<file path="config.mk">
export PLATFORM = sky130hd
export DESIGN_NAME = tl_arb_mux_flat
export DESIGN_NICKNAME = d
export VERILOG_FILES = /design/src/rtl/tl_arb_mux_pkg.sv /design/src/rtl/tl_arb_mux_if.sv /design/src/rtl/tl_arb_mux_rr_arbiter.sv /design/src/rtl/tl_arb_mux.sv /design/src/flat_wrapper.sv
export SDC_FILE = /design/constraint.sdc
export NUM_CORES = 1
export LEC_CHECK = 0
export ABC_AREA = 1
export CELL_PAD_IN_SITES_DETAIL_PLACEMENT = 1
export CELL_PAD_IN_SITES_GLOBAL_PLACEMENT = 1
export CORE_MARGIN = 3
export CORE_UTILIZATION = 22
export DETAILED_ROUTE_END_ITERATION = 7
export GPL_TIMING_DRIVEN = 0
export PLACE_DENSITY_LB_ADDON = 0.05
export SETUP_SLACK_MARGIN = 0.1
export SLEW_MARGIN = 25
export SYNTH_ARGS = -nofsm -noshare
export SYNTH_HDL_FRONTEND = slang
export SYNTH_SLANG_ARGS = --single-unit
</file>
<file path="constraint.sdc">
create_clock -name clk -period 2 [get_ports clk]
set_input_delay 0.2 -clock clk [delete_from_list [all_inputs] [get_ports clk]]
set_output_delay 0.2 -clock clk [all_outputs]
set_load 0.1 [all_outputs]
</file>
<file path="src/rtl/tl_arb_mux_pkg.sv">
// Shared helpers for the TileLink-style arbitrating merge.
package tl_arb_mux_pkg;

  // Width of a source index for n ports (never below 1 bit).
  function automatic int unsigned sel_w(int unsigned n);
    return (n > 1) ? $clog2(n) : 1;
  endfunction

  // Round-robin successor of idx among n ports.
  function automatic int unsigned wrap_inc(int unsigned idx, int unsigned n);
    return (idx + 1 >= n) ? 0 : idx + 1;
  endfunction

endpackage

</file>
<file path="src/rtl/tl_arb_mux_if.sv">
// Valid/ready bundle between N sources, the merge and its single sink.
interface tl_arb_mux_if
  import tl_arb_mux_pkg::*;
#(
  parameter int unsigned N      = 4,
  parameter int unsigned DATA_W = 8,
  parameter int unsigned SEL_W  = sel_w(N)
);
  logic [N-1:0]        valid_i;
  logic [N-1:0]        ready_o;
  logic [N*DATA_W-1:0] data_i;
  logic [N-1:0]        last_i;
  logic                valid_o;
  logic                ready_i;
  logic [DATA_W-1:0]   data_o;
  logic                last_o;
  logic [SEL_W-1:0]    src_o;

  modport slave (
    input  valid_i, data_i, last_i, ready_i,
    output ready_o, valid_o, data_o, last_o, src_o
  );

  modport master (
    output valid_i, data_i, last_i, ready_i,
    input  ready_o, valid_o, data_o, last_o, src_o
  );
endinterface

</file>
<file path="src/rtl/tl_arb_mux_rr_arbiter.sv">
// Combinational round-robin pick: first requester at or after ptr_i, wrapping.
module tl_arb_mux_rr_arbiter #(
  parameter int unsigned N     = 4,
  parameter int unsigned SEL_W = 2
) (
  input  logic [N-1:0]     req_i,
  input  logic [SEL_W-1:0] ptr_i,
  output logic [SEL_W-1:0] grant_idx_o,
  output logic             grant_vld_o
);
  int unsigned idx;

  always_comb begin
    grant_idx_o = ptr_i;
    grant_vld_o = 1'b0;
    idx         = 0;
    for (int unsigned i = 0; i < N; i++) begin
      idx = (32'(ptr_i) + i) % N;
      if (!grant_vld_o && req_i[idx]) begin
        grant_vld_o = 1'b1;
        grant_idx_o = SEL_W'(idx);
      end
    end
  end
endmodule

</file>
<file path="src/rtl/tl_arb_mux.sv">
// N-to-1 round-robin merge with burst locking.
// Define TL_ARB_MUX_OUT_REG_EN to register the output through a 2-entry skid buffer.
module tl_arb_mux
  import tl_arb_mux_pkg::*;
#(
  parameter int unsigned N      = 4,
  parameter int unsigned DATA_W = 8,
  parameter int unsigned SEL_W  = sel_w(N)
) (
  input logic         clk,
  input logic         rst,
  tl_arb_mux_if.slave bus
);
  logic [SEL_W-1:0]  rr_ptr_q, rr_ptr_d;
  logic              locked_q, locked_d;
  logic [SEL_W-1:0]  lock_idx_q, lock_idx_d;
  logic [SEL_W-1:0]  arb_idx, grant;
  logic              arb_vld, valid_a, last_a, acc_rdy;
  logic [DATA_W-1:0] data_a;
  logic [N-1:0]      ready_vec;

  tl_arb_mux_rr_arbiter #(
    .N     (N),
    .SEL_W (SEL_W)
  ) u_arb (
    .req_i       (bus.valid_i),
    .ptr_i       (rr_ptr_q),
    .grant_idx_o (arb_idx),
    .grant_vld_o (arb_vld)
  );

  always_comb begin
    grant   = locked_q ? lock_idx_q : arb_idx;
    valid_a = locked_q ? bus.valid_i[grant] : arb_vld;
    data_a  = bus.data_i[32'(grant)*DATA_W +: DATA_W];
    last_a  = bus.last_i[grant];
  end

  // Hold the grant through stalls and non-final beats; release on the last accepted beat.
  always_comb begin
    rr_ptr_d   = rr_ptr_q;
    locked_d   = locked_q;
    lock_idx_d = lock_idx_q;
    if (valid_a) begin
      if (acc_rdy && last_a) begin
        locked_d = 1'b0;
        rr_ptr_d = SEL_W'(wrap_inc(32'(grant), N));
      end else begin
        locked_d   = 1'b1;
        lock_idx_d = grant;
      end
    end
  end

  always_ff @(posedge clk) begin
    if (rst) begin
      rr_ptr_q   <= '0;
      locked_q   <= 1'b0;
      lock_idx_q <= '0;
    end else begin
      rr_ptr_q   <= rr_ptr_d;
      locked_q   <= locked_d;
      lock_idx_q <= lock_idx_d;
    end
  end

  always_comb begin
    ready_vec = '0;
    if (!rst) ready_vec[grant] = acc_rdy;
  end
  assign bus.ready_o = ready_vec;

`ifdef TL_ARB_MUX_OUT_REG_EN
  typedef struct packed {
    logic [DATA_W-1:0] data;
    logic              last;
    logic [SEL_W-1:0]  src;
  } beat_t;

  beat_t      mem_q [2];
  beat_t      mem_d [2];
  logic [1:0] cnt_q, cnt_d;
  logic       wr_q, wr_d, rd_q, rd_d;
  logic       push, pop;

  always_comb begin
    acc_rdy = (cnt_q != 2'd2);
    push    = valid_a && acc_rdy;
    pop     = (cnt_q != 2'd0) && bus.ready_i;
    mem_d   = mem_q;
    if (push) mem_d[wr_q] = '{data: data_a, last: last_a, src: grant};
    wr_d    = wr_q ^ push;
    rd_d    = rd_q ^ pop;
    cnt_d   = cnt_q + 2'(push) - 2'(pop);
  end

  always_ff @(posedge clk) begin
    if (rst) begin
      mem_q <= '{default: '0};
      cnt_q <= 2'd0;
      wr_q  <= 1'b0;
      rd_q  <= 1'b0;
    end else begin
      mem_q <= mem_d;
      cnt_q <= cnt_d;
      wr_q  <= wr_d;
      rd_q  <= rd_d;
    end
  end

  assign bus.valid_o = (cnt_q != 2'd0);
  assign bus.data_o  = mem_q[rd_q].data;
  assign bus.last_o  = mem_q[rd_q].last;
  assign bus.src_o   = mem_q[rd_q].src;
`else
  assign acc_rdy     = bus.ready_i;
  assign bus.valid_o = !rst && valid_a;
  assign bus.data_o  = rst ? '0 : data_a;
  assign bus.last_o  = !rst && last_a;
  assign bus.src_o   = rst ? '0 : grant;
`endif
endmodule

</file>
<file path="src/flat_wrapper.sv">
// flat-port wrapper written by rule: the top's interface ports become plain ports
module tl_arb_mux_flat import tl_arb_mux_pkg::*;
#(
  parameter int unsigned N      = 4,
  parameter int unsigned DATA_W = 8,
  parameter int unsigned SEL_W  = sel_w(N)
)
  (clk, rst, bus_valid_i, bus_data_i, bus_last_i, bus_ready_i, bus_ready_o, bus_valid_o, bus_data_o, bus_last_o, bus_src_o);
  tl_arb_mux_if #(.N(N), .DATA_W(DATA_W), .SEL_W(SEL_W)) bus_i ();
  input logic clk;
  input logic rst;
  input wire logic [$bits(bus_i.valid_i)-1:0] bus_valid_i;
  input wire logic [$bits(bus_i.data_i)-1:0] bus_data_i;
  input wire logic [$bits(bus_i.last_i)-1:0] bus_last_i;
  input wire logic [$bits(bus_i.ready_i)-1:0] bus_ready_i;
  output wire logic [$bits(bus_i.ready_o)-1:0] bus_ready_o;
  output wire logic [$bits(bus_i.valid_o)-1:0] bus_valid_o;
  output wire logic [$bits(bus_i.data_o)-1:0] bus_data_o;
  output wire logic [$bits(bus_i.last_o)-1:0] bus_last_o;
  output wire logic [$bits(bus_i.src_o)-1:0] bus_src_o;
  assign bus_i.valid_i = bus_valid_i;
  assign bus_i.data_i = bus_data_i;
  assign bus_i.last_i = bus_last_i;
  assign bus_i.ready_i = bus_ready_i;
  assign bus_ready_o = bus_i.ready_o;
  assign bus_valid_o = bus_i.valid_o;
  assign bus_data_o = bus_i.data_o;
  assign bus_last_o = bus_i.last_o;
  assign bus_src_o = bus_i.src_o;
  tl_arb_mux #(.N(N), .DATA_W(DATA_W), .SEL_W(SEL_W)) u_core (.clk(clk), .rst(rst), .bus(bus_i));
endmodule
</file>
# After elaboration in Yosys (flattened, before gate mapping)
# Index checks and enable logic that the tools add are counted.
# classes
order_cmp	7
add_sub_neg	4
shifts	1
reduce_logical	13
n_bitwise	2
n_mux	28
# ops
operator	n
$shiftx 32x6->8	1
$lt 2x3->1 const B	5
$mux 1	13
$bmux 1 s2	6
$mux 2	6
$mux 8	1
$logic_and 1x1->1	7
$add 2x2->2 const B	2
$and 4x4->4	1
$logic_not 1->1	4
$mux 4	1
$reduce_and 2->1	2
$add 2x1->3 const B	1
$ge 3x3->1 const B	1
$add 2x1->2 const B	1
$demux 1 s2	1
$ge 2x1->1 const B	1
$not 1->1	1
# totals
wordCells	58
regBits	5
input_bits	43
output_inout_bits	16

# Depth between registers and ports, before layout
# depth
word_depth	19
ltp_mapped	22

# Cells and area by module
# From an unflattened synthesis, not the netlist that was laid out.
# hier_totals
hier_cells	202
area_unflattened_um2	1057.3
# by_module_without_submodules
module	instances	seq_area_each_um2	cells_each	area_each_um2
tl_arb_mux	1	100.1	138	758.2
tl_arb_mux_rr_arbiter	1	0.0	64	299.0

# Worst setup path before layout
# Ideal clock, no wire load.
# synth_path
path_type	register -> output
start	register u_core.rr_ptr_q[1]
end	output port bus_data_o[1]
required_time_ps	1800
stages_incl_launch_ff	17
setup_slack_ps	-1771
t_arrival_ps	3571
path_cell_list	dfxtp_1 > buf_6 > inv_4 > nand2_1 > nand2_2 > nand2_2 > nand2_4 > nor2_4 > nand3_1 > nand2_1 > nand3_2 > nand2_4 > buf_8 > inv_2 > nor2_4 > o21ai_0 > o22ai_1
# synth_between
elab_chain_len	15
# synth_rtl
element	line_no	source
from (decl)	tl_arb_mux.sv:14	logic [SEL_W-1:0] rr_ptr_q, rr_ptr_d;
from (signal assigned)	tl_arb_mux.sv:61	rr_ptr_q <= rr_ptr_d;
parallel branches: the longest is 11 deep, another holds $add 2x1->2	n/a	
$mux 2 (*)	tl_arb_mux_rr_arbiter.sv:19	if (!grant_vld_o && req_i[idx]) begin
$mux 2 (*)	tl_arb_mux.sv:33	grant = locked_q ? lock_idx_q : arb_idx;
net u_core.grant[0]	tl_arb_mux.sv:17	logic [SEL_W-1:0] arb_idx, grant;
$shiftx 32x6->8 (*)	tl_arb_mux.sv:35	data_a = bus.data_i[32'(grant)*DATA_W +: DATA_W];
$mux 8 (*)	tl_arb_mux.sv:118	assign bus.data_o = rst ? '0 : data_a;
to (decl)	flat_wrapper.sv:18	output wire logic [$bits(bus_i.data_o)-1:0] bus_data_o;
# Mark *: on every way through the listed nets, which the timed path passes. The select of a mux whose other input is x is not followed.

# Worst setup path in the final report
# layout_path
start	register u_core.rr_ptr_q[0]
end	output port bus_data_o[5]
# layout_between
elab_chain_len	15
# layout_rtl
element	line_no
parallel branches: the longest is 11 deep, another holds $add 2x1->2	n/a
$mux 2 (*)	tl_arb_mux_rr_arbiter.sv:19
$mux 2 (*)	tl_arb_mux.sv:33
$shiftx 32x6->8 (*)	tl_arb_mux.sv:35
$mux 8 (*)	tl_arb_mux.sv:118
# Every way passes the cells marked *. The select of a mux whose other input is x is not followed.

==> metrics.md <==
| Metric | Value |
|---|---|
| Status | `finished with violations` |
| Failing checks | `setup timing` |
| Vias/cell | `4.82` |
| Worst Setup SP | `u_core.rr_ptr_q[0]` |
| Longest Clk Path Bufs | `2` |
| Core Box Area | `4470 sq um` |
| Reg area | `around 110 sq um` |
| Initial Util | `0.234` |
| Clock Skew | `0.00137 ns` |
| Fill cells | `535` |
| R2R Path Start | `u_core.rr_ptr_q[0]` |
| Synthesized instance count | `between 150 and 200` |
| CP max FO | `6` |
| Critical path class | `reg2out` |
| Most frequent cell on the critical path | `nand2_2` |
| Row count | `24` |
| DIE AREA | `5620 sq um` |
| Worst slew pin tran | `~0.73 ns` |
| Port bufs | `57` |
| Sink Count | `5` |
| Placed Area | `~1900 sq um` |
| Synth unique cells | `26` |
| Diode count | `0` |
| Antenna Nets Post-Route | `0` |
| Worst setup SP type | `flip-flop` |
| Unrepaired setup endpoints after global routing | `yes` |
| Layout cell share with drive strength beyond 1 | `0.505` |
| Initial DRC Count | `48` |
| DR pass1 iterations | `4` |
| Multi-input logic area | `1150 sq um` |
| Worst hold path type | `reg2reg` |
| Sequential element share of the synthesized area | `0.0956` |
| Share of the synthesized area in the top cell type | `0.254` |
| Post-synthesis cell area | `1050 sq um` |
| Hold-fix buffers, CTS | `0` |
| Largest net degree at the start of global routing | `12` |
| Root Buffer | `clkbuf_8` |
| FF+latch count, synth | `5` |
| HP Start | `u_core.lock_idx_q[0]` |
| Fin crit period | `around 2.7 ns` |
| Avg Inst Size Synth | `roughly 5.4 sq um` |
| Worst rel slew slack | `0.513` |
| Die H | `around 75 um` |
| Ports | `59` |
| Htree depth | `1` |
| Final WS setup | `-0.717 ns` |
| Worst-path clk slew | `roughly 0.040 ns` |
| Fin Hold WS | `0.496 ns` |
| Fmax | `368 MHz` |
| Placer Congestion | `just under 0.8` |
| Number of CTS-inserted buffers | `3` |
| GRT Overall Usage | `0.166` |
| Vias in the first global route | `about 1.6k` |
| Grt ovf | `0` |
| First-pass GRT wire length | `between 7000 and 8000 um` |
| Final Hold Vio Count | `0` |
| Crit. End Element | `primary output` |
| # setup viols final | `21` |
| DRC Markers | `0` |
| Final net count | `between 300 and 400` |
| CTS tree | `done` |
| Area leader, netlist | `nand2_1` |
| Area Growth Syn to Fin | `152%` |
| Die Width | `between 70 and 80 um` |
| Design Area, Final | `2640 sq um` |
| DRT Wirelength | `between 5000 and 6000 um` |
| Via Count | `between 1.5k and 2k` |
| Slew Viols, Final | `0` |
| Crit path max-delay cell type | `dfxtp_4` |
| Ys Warns | `0` |
| WP data arrival | `2.52 ns` |
| DP HPWL | `between 3000 and 4000 um` |
| Tcrit/Tclk final | `1.36` |
| WL/cell | `16.7 um` |
| CP required | `1.80 ns` |
| Critical Path, Cell by Cell | `buf_6 -> buf_6 -> nand2_2 -> nand3_2 -> nand2_2 -> nor2_4 -> buf_4 -> nand2_1 -> nand2_1 -> nand2_2 -> nand2_4 -> nand2_2 -> nand2_2 -> nand2_4 -> buf_6 -> nand3_1 -> nand2_2 -> a31oi_4 -> buf_12` |
| Maxcap violations | `0` |
| Ranking of synthesized cells by area | `nand2_1 (25%), nor2_1 (9.7%), dfxtp_1 (9.6%)` |
| Worst stage delay on the critical path | `about 0.36 ns` |
| Initial antenna violation count | `0` |
| Syn nets | `240` |
| Clk_lat worst skew | `between 0.2 and 0.25 ns` |
[cells in the mapped netlist, drive strengths merged]
library cell / number
nand2: 85
nor2: 29
nand3: 22
inv: 15
buf: 7
dfxtp: 5
o211ai: 5
o21ai: 5
o22ai: 5
ha: 4
a31oi: 3
nand3b: 2
nand4: 2
a21oi: 1
and2: 1
clkbuf: 1
or2: 1
[cells in the final DEF, fill, tap and decap left out, types with 2 or more instances in the layout]
master / n
nor2_2: 6
nand2_2: 28
nand2_1: 43
o211ai_1: 5
clkbuf_8: 3
buf_8: 2
o22ai_4: 5
inv_4: 2
nor2_1: 20
inv_1: 10
a31oi_4: 3
o21ai_2: 5
clkdlybuf4s50_1: 37
ha_2: 2
nand4_1: 2
dlymetal6s2s_1: 3
clkbuf_1: 2
buf_4: 26
nor2_4: 3
buf_6: 10
dfxtp_1: 3
nand3b_1: 2
nand3_2: 9
ha_1: 2
nand3_1: 12
buf_12: 19
clkbuf_16: 2
nand2_4: 14
[through the flow]
stage / TNS (ns) / std cells / setup WS, ns / util
after detailed placement: -26.12 / 302 / -1.68 / 0.417
after floorplan: -10.98 / 193 / -0.944 / -
after CTS: -9.72 / 321 / -0.608 / 0.497
after global placement: -25.59 / 302 / -1.64 / 0.417
final: -11.92 / 343 / -0.717 / 0.591
after global routing: -15.11 / 343 / -0.844 / 0.591
[worst max-delay path, delay by kind of cell (launching register included)]
family	cells	cell delay, ns
flops	1	0.36
compound gates	1	0.21
buf+inv	5	0.76
simple gates	13	0.95
[cells by family after synthesis]
group,Yosys count,share of synthesized area
adders and majority gates,4,0.0478
buffers and inverters,23,0.121
DFF,5,0.0956
AOI/OAI and AO/OA,19,0.112
and+or+nand+nor,142,0.624
[cell type report]
type	instances	share of cell area
Tap cell	52	0.0246
Inverter	15	0.0308
Sequential cell	5	0.0398
Timing Repair Buffer	94	0.411
Clock buffer	4	0.0170
Multi-Input combinational cell	165	0.436
Buffer	8	0.0402
[path summary, 6_finish.rpt]
path                                              to  slack [ns]  cells after the start
worst min register to register  u_core.lock_idx_q[0]        0.50                      2
worst min-delay path            u_core.lock_idx_q[0]        0.50                      2
worst max register to register  u_core.lock_idx_q[1]       -0.36                     22
worst max-delay path                   bus_data_o[5]       -0.72                     19
[registers in the layout (all words and copies together), names as in the netlist]
name	cells
u_core.locked_q	1
u_core.lock_idx_q	2
u_core.rr_ptr_q	2
[per-layer routing]
metal  up-vias  track usage  share of wire
met4         0       0.0356         0.0099
met3         6       0.0227          0.043
met2        39        0.308           0.55
met5         -            0              0
met1       786        0.202           0.39
li1        823            -              -
[repair_timing]
action                                  CTS  global route
resized for setup                       160            61
pin swaps                                15            34
gates cloned                              0             2
buffers inserted                         15            21
endpoints found under the setup margin   21            21
Power is not shown: default switching activity piles up to over one toggle a cycle in this logic, so the estimate is an artifact.
